### config.mk
export PLATFORM = sky130hd
export DESIGN_NAME = fifo_bit_deserializer
export DESIGN_NICKNAME = d
export VERILOG_FILES = /design/src/rtl/fifo_bit_deserializer.sv
export SDC_FILE = /design/constraint.sdc
export NUM_CORES = 1
export LEC_CHECK = 0
export ABC_CLOCK_PERIOD_IN_PS = 1900
export BUFFER_PORTS_ARGS = -buffer_cell sky130_fd_sc_hd__buf_2
export CORE_MARGIN = 2
export CORE_UTILIZATION = 58
export CTS_BUF_LIST = sky130_fd_sc_hd__clkbuf_4 sky130_fd_sc_hd__clkbuf_8
export DETAILED_ROUTE_END_ITERATION = 8
export PLACE_DENSITY = 0.92
export SLEW_MARGIN = 20
export SYNTH_ARGS = -nofsm -noshare
export SYNTH_HDL_FRONTEND = slang
export SYNTH_SLANG_ARGS = --single-unit
### constraint.sdc
create_clock -name i_Rclk -period 1.9 [get_ports i_Rclk]
set_clock_uncertainty 0.2 [all_clocks]
set_input_delay 0.285 -clock i_Rclk [delete_from_list [all_inputs] [get_ports i_Rclk]]
set_output_delay 0.285 -clock i_Rclk [all_outputs]
set_load 0.02 [all_outputs]
### src/rtl/fifo_bit_deserializer.sv
`default_nettype none
// ============================================================================
// Module      : fifo_bit_deserializer
// Description : Pops a 1-bit FIFO, hunts for a sync word, then assembles
//               MSB-first words onto a valid/ready output.
// Revision    : 1.0 - initial release
// ============================================================================
module fifo_bit_deserializer #(
    parameter int                    WORD_WIDTH = 8,
    parameter logic [WORD_WIDTH-1:0] SYNC_WORD  = 8'hBC,
    parameter bit                    DROP_SYNC  = 1'b1
) (
    input  logic                  i_Rclk,
    input  logic                  i_Rrst_n,
    input  logic                  i_empty,
    input  logic                  i_Data_In,
    output logic                  o_R_en,
    input  logic                  i_resync,
    output logic [WORD_WIDTH-1:0] o_Word,
    output logic                  o_Valid,
    input  logic                  i_Ready,
    output logic                  o_Locked
);

    localparam int                 c_CNT_W     = $clog2(WORD_WIDTH + 1);
    localparam logic [c_CNT_W-1:0] c_HUNT_MAX  = c_CNT_W'(WORD_WIDTH);
    localparam logic [c_CNT_W-1:0] c_HUNT_MIN  = c_CNT_W'(WORD_WIDTH - 1);
    localparam logic [c_CNT_W-1:0] c_BIT_LAST  = c_CNT_W'(WORD_WIDTH - 1);

    typedef enum logic [0:0] {
        ST_HUNT   = 1'b0,
        ST_LOCKED = 1'b1
    } state_t;

    state_t                  r_state,    w_state_nxt;
    // Only the older WORD_WIDTH-1 bits need storing; the newest is i_Data_In.
    logic [WORD_WIDTH-2:0]   r_sr,       w_sr_nxt;
    logic [c_CNT_W-1:0]      r_bit_cnt,  w_bit_cnt_nxt;
    logic [c_CNT_W-1:0]      r_hunt_cnt, w_hunt_cnt_nxt;
    logic [WORD_WIDTH-1:0]   r_word,     w_word_nxt;
    logic                    r_valid,    w_valid_nxt;

    logic                    w_pop;
    logic                    w_load;
    logic [WORD_WIDTH-1:0]   w_sr_next;
    logic                    w_is_sync;

    assign w_pop     = i_Rrst_n & ~i_empty & ~i_resync & (~r_valid | i_Ready);
    assign w_sr_next = {r_sr, i_Data_In};
    assign w_is_sync = (w_sr_next == SYNC_WORD);

    assign o_R_en   = w_pop;
    assign o_Word   = r_word;
    assign o_Valid  = r_valid;
    assign o_Locked = (r_state == ST_LOCKED);

    always_comb begin
        w_state_nxt    = r_state;
        w_sr_nxt       = r_sr;
        w_bit_cnt_nxt  = r_bit_cnt;
        w_hunt_cnt_nxt = r_hunt_cnt;
        w_word_nxt     = r_word;
        w_valid_nxt    = r_valid;
        w_load         = 1'b0;

        if (i_resync) begin
            w_state_nxt    = ST_HUNT;
            w_sr_nxt       = '0;
            w_bit_cnt_nxt  = '0;
            w_hunt_cnt_nxt = '0;
            w_valid_nxt    = 1'b0;
        end else begin
            if (w_pop) begin
                w_sr_nxt = w_sr_next[WORD_WIDTH-2:0];
                case (r_state)
                    ST_HUNT: begin
                        if (r_hunt_cnt < c_HUNT_MAX) begin
                            w_hunt_cnt_nxt = r_hunt_cnt + 1'b1;
                        end
                        // Guard keeps reset-zero bits out of the comparison.
                        if ((r_hunt_cnt >= c_HUNT_MIN) && w_is_sync) begin
                            w_state_nxt   = ST_LOCKED;
                            w_bit_cnt_nxt = '0;
                        end
                    end
                    ST_LOCKED: begin
                        if (r_bit_cnt == c_BIT_LAST) begin
                            w_bit_cnt_nxt = '0;
                            if (!((DROP_SYNC == 1'b1) && w_is_sync)) begin
                                w_load = 1'b1;
                            end
                        end else begin
                            w_bit_cnt_nxt = r_bit_cnt + 1'b1;
                        end
                    end
                    default: w_state_nxt = ST_HUNT;
                endcase
            end

            // A word completing on an accept edge replaces the old one.
            if (w_load) begin
                w_word_nxt  = w_sr_next;
                w_valid_nxt = 1'b1;
            end else if (r_valid && i_Ready) begin
                w_valid_nxt = 1'b0;
            end
        end
    end

    always_ff @(posedge i_Rclk or negedge i_Rrst_n) begin
        if (!i_Rrst_n) begin
            r_state    <= ST_HUNT;
            r_sr       <= '0;
            r_bit_cnt  <= '0;
            r_hunt_cnt <= '0;
            r_word     <= '0;
            r_valid    <= 1'b0;
        end else begin
            r_state    <= w_state_nxt;
            r_sr       <= w_sr_nxt;
            r_bit_cnt  <= w_bit_cnt_nxt;
            r_hunt_cnt <= w_hunt_cnt_nxt;
            r_word     <= w_word_nxt;
            r_valid    <= w_valid_nxt;
        end
    end

endmodule
`default_nettype wire

==> qor.txt <==
clk sink count = 25
final RePlAce weighted congestion = 0.8460
top_reg_cell synth = dfrtp_1
Residual DRC = 0
Final nets = 146
drt first pass iters = 4
WL per Instance = 15.46 um
Ys Warns = 0
Post-synth EDFFs = 0
total grt overflow = 0
Seq cells post-synth = 25
die height = 48.96 um
DP HPWL = 1766 um
routed via count = 908
pwr dens = 597.6 nW/um^2
Pins Over Slew Limit = 0
TritonCTS clock tree = done
r2r endpoint = o_Word[4]$_DFFE_PN0P_
gr usage total = 23.28%
Top Ports = 17
critical hold path startpoint = i_Data_In
reg2reg start = r_sr[0]$_DFFE_PN0P_
clock-pin slew on the worst setup and hold paths = 0.14 ns
synth-to-layout area growth = 21.13%
Seq/Total Area, Yosys = 53.36%
Synth Area per Inst = 10.96 sq um
ys async rst share = 100.0%
Root Driver = clkbuf_4
first-pass GRT wire length = 4236 um
minimum clock period = 1.836 ns
Mapped Nets = 115
CP Data Required Time = 1.93 ns
cells along the critical path = and4bb_1 > nand4_1 > and3b_2 > buf_12 > mux2_4
FMAX = 0.5446 GHz
Critical Path End = o_Word[4]$_DFFE_PN0P_
final setup fails = 0
# port buffers = 16
Cell variety after synth = 31
Worst EP arrival = 1.87 ns
RSZ-0062 raised after global routing = no
Cells after Synth = 107
crit-path max cell delay = 0.40 ns
ANT cells = 0
VDD IR max = 387.3 uV
clk buf depth = 2
max_slew headroom = 77.28%
CTS Buf Count = 3
FF-to-FF path depth = 5
slowest CP cell = dfrtp_1
worst-skew pair later-pin latency = 0.33 ns
final wirelength = 2536 um
Startpoint Class = flip-flop
total negative slack = 0 ns
crit path launch = r_sr[0]$_DFFE_PN0P_
crit share post-route = 96.65%
Hold Fails Final Rpt = 0
Crit Path Class = flip-flop to flip-flop
full die area = 2397 sq um
H-tree depth = 1
status = finished, final reports clean
Rows = 16
core area = 1942 sq um
initial antenna violation count = 0
Max-Cap Viols = 0
LEAKAGE = 0.7067 nW
largest net degree at the start of global routing = 26
Die Span X = 48.96 um
DR iter-0 viols = 30
CP Max Fanout = 7
layout cell share with drive strength beyond 1 = 35.04%
reg-to-reg setup timing slack = 0.06 ns
Routed Antenna Nets = 0
Starting Density = 60.37%
worst min path class = input port to flip-flop
Worst setup EP type = flip-flop
number of global-route vias before repair = 921
Post-Syn Area = 1172 sq um
Worst-Margin Slew = 0.3407 ns
Vias/cell = 5.537
fin util = 73.13%
## per-stage QoR
step                      cell area, sq um  hold WS (ns)  setup slack, ns  power, mW  cells
after detailed placement              1339        0.1534          0.01806     0.6033    155
after floorplan                       1172       -0.2106           0.1087     0.5733    107
final                                 1420      0.001489          0.06366     0.8487    164
after global routing                  1420       0.01483          0.01290     0.8762    164
after global placement                1339        0.1362          0.06560     0.6004    155
after CTS                             1388       0.01543          0.04397     0.8477    161
## kinds of logic (layout without fill, tap and decap cells)
kind of cell | Yosys count | in the layout | share of synthesized area, %
simple gates | 46 | 46 | 20.17
flops | 25 | 25 | 53.36
compound gates | 20 | 20 | 10.57
mux | 8 | 8 | 10.25
buf+inv | 4 | 34 | 2.027
fa+ha+maj | 2 | 2 | 2.134
xor+xnor | 2 | 2 | 1.494
## cells in the mapped netlist (2+ instances only)
library cell / instances / area, sq um
a21o_1: 2 / 15.01
a21oi_1: 12 / 60.06
and2b_2: 2 / 17.52
dfrtp_1: 25 / 625.6
ha_1: 2 / 25.02
mux2_4: 8 / 120.1
nand2_1: 19 / 71.32
nand2b_1: 2 / 12.51
nand3_1: 3 / 15.01
nand4_1: 2 / 12.51
nor2_1: 8 / 30.03
or3_1: 2 / 12.51
xor2_1: 2 / 17.52
## where the power goes
part	total, mW	leakage, nW	switching, mW	internal, mW
Clock	0.252	0.0139	0.171	0.0806
Sequential	0.540	0.348	0.00334	0.536
Combinational	0.0575	0.345	0.0364	0.0210
Total	0.849	0.707	0.211	0.638
## placed cells by master (no fill, tap or decap), types with 2 or more instances in the layout
| cell | n |
|---|---|
| xor2_1 | 2 |
| clkbuf_4 | 3 |
| nand3_1 | 3 |
| nand2b_1 | 2 |
| buf_2 | 15 |
| nand4_1 | 2 |
| nor2_1 | 7 |
| and2b_2 | 2 |
| a21oi_1 | 12 |
| buf_4 | 12 |
| dfrtp_1 | 25 |
| a21o_1 | 2 |
| or3_1 | 2 |
| nand2_1 | 18 |
| mux2_4 | 8 |
## registers in the layout, summed over array words and instances (netlist names)
name        flops
r_sr            7
r_bit_cnt       4
o_Word          8
o_Locked        1
o_Valid         1
r_hunt_cnt      4
## worst max-delay path, delay by kind of cell, from the launching register on
family / cells / cell delay (ns)
and+or+nand+nor: 3 / 0.70
DFF: 1 / 0.40
muxes: 1 / 0.29
buffers and inverters: 1 / 0.15
## repair_timing
action	in CTS	in global routing
setup endpoints to repair	7	8
buffers inserted	1	3
endpoints found under the hold margin	25	0
resized for setup	1	4
hold buffers	1	0
pin swaps	0	2
## final cells by class
cell class	count	area (sq um)
sequential	25	625.6
multi-input combinational	78	531.8
fill	151	521.8
timing repair buffer	29	195.2
tap	27	33.78
clock buffer	3	22.52
clock inverter	1	7.507
inverter	1	3.754
## layer usage
layer	wire length, um	GRT usage, %	vias to the layer above
met4	27	9.048	0
met2	1270	38.58	17
met1	1171	31.52	452
met3	66	2.761	5
li1	-	-	434
met5	0	0	-
## worst min path at each step
| stage | slack [ns] | to | cells past startpoint |
|---|---|---|---|
| 3_3_place_gp | 0.14 | o_Word[6]$_DFFE_PN0P_ | 2 |
| 4_1_cts | 0.02 | r_sr[0]$_DFFE_PN0P_ | 3 |
| 5_1_grt | 0.01 | o_Word[0]$_DFFE_PN0P_ | 2 |
| 6_report | 0.001 | r_sr[0]$_DFFE_PN0P_ | 3 |
| 2_1_floorplan | -0.21 | o_Locked$_DFFE_PN0P_ | 0 |
| 3_5_place_dp | 0.15 | o_Word[3]$_DFFE_PN0P_ | 2 |
Power figures use the tool's default switching activity.
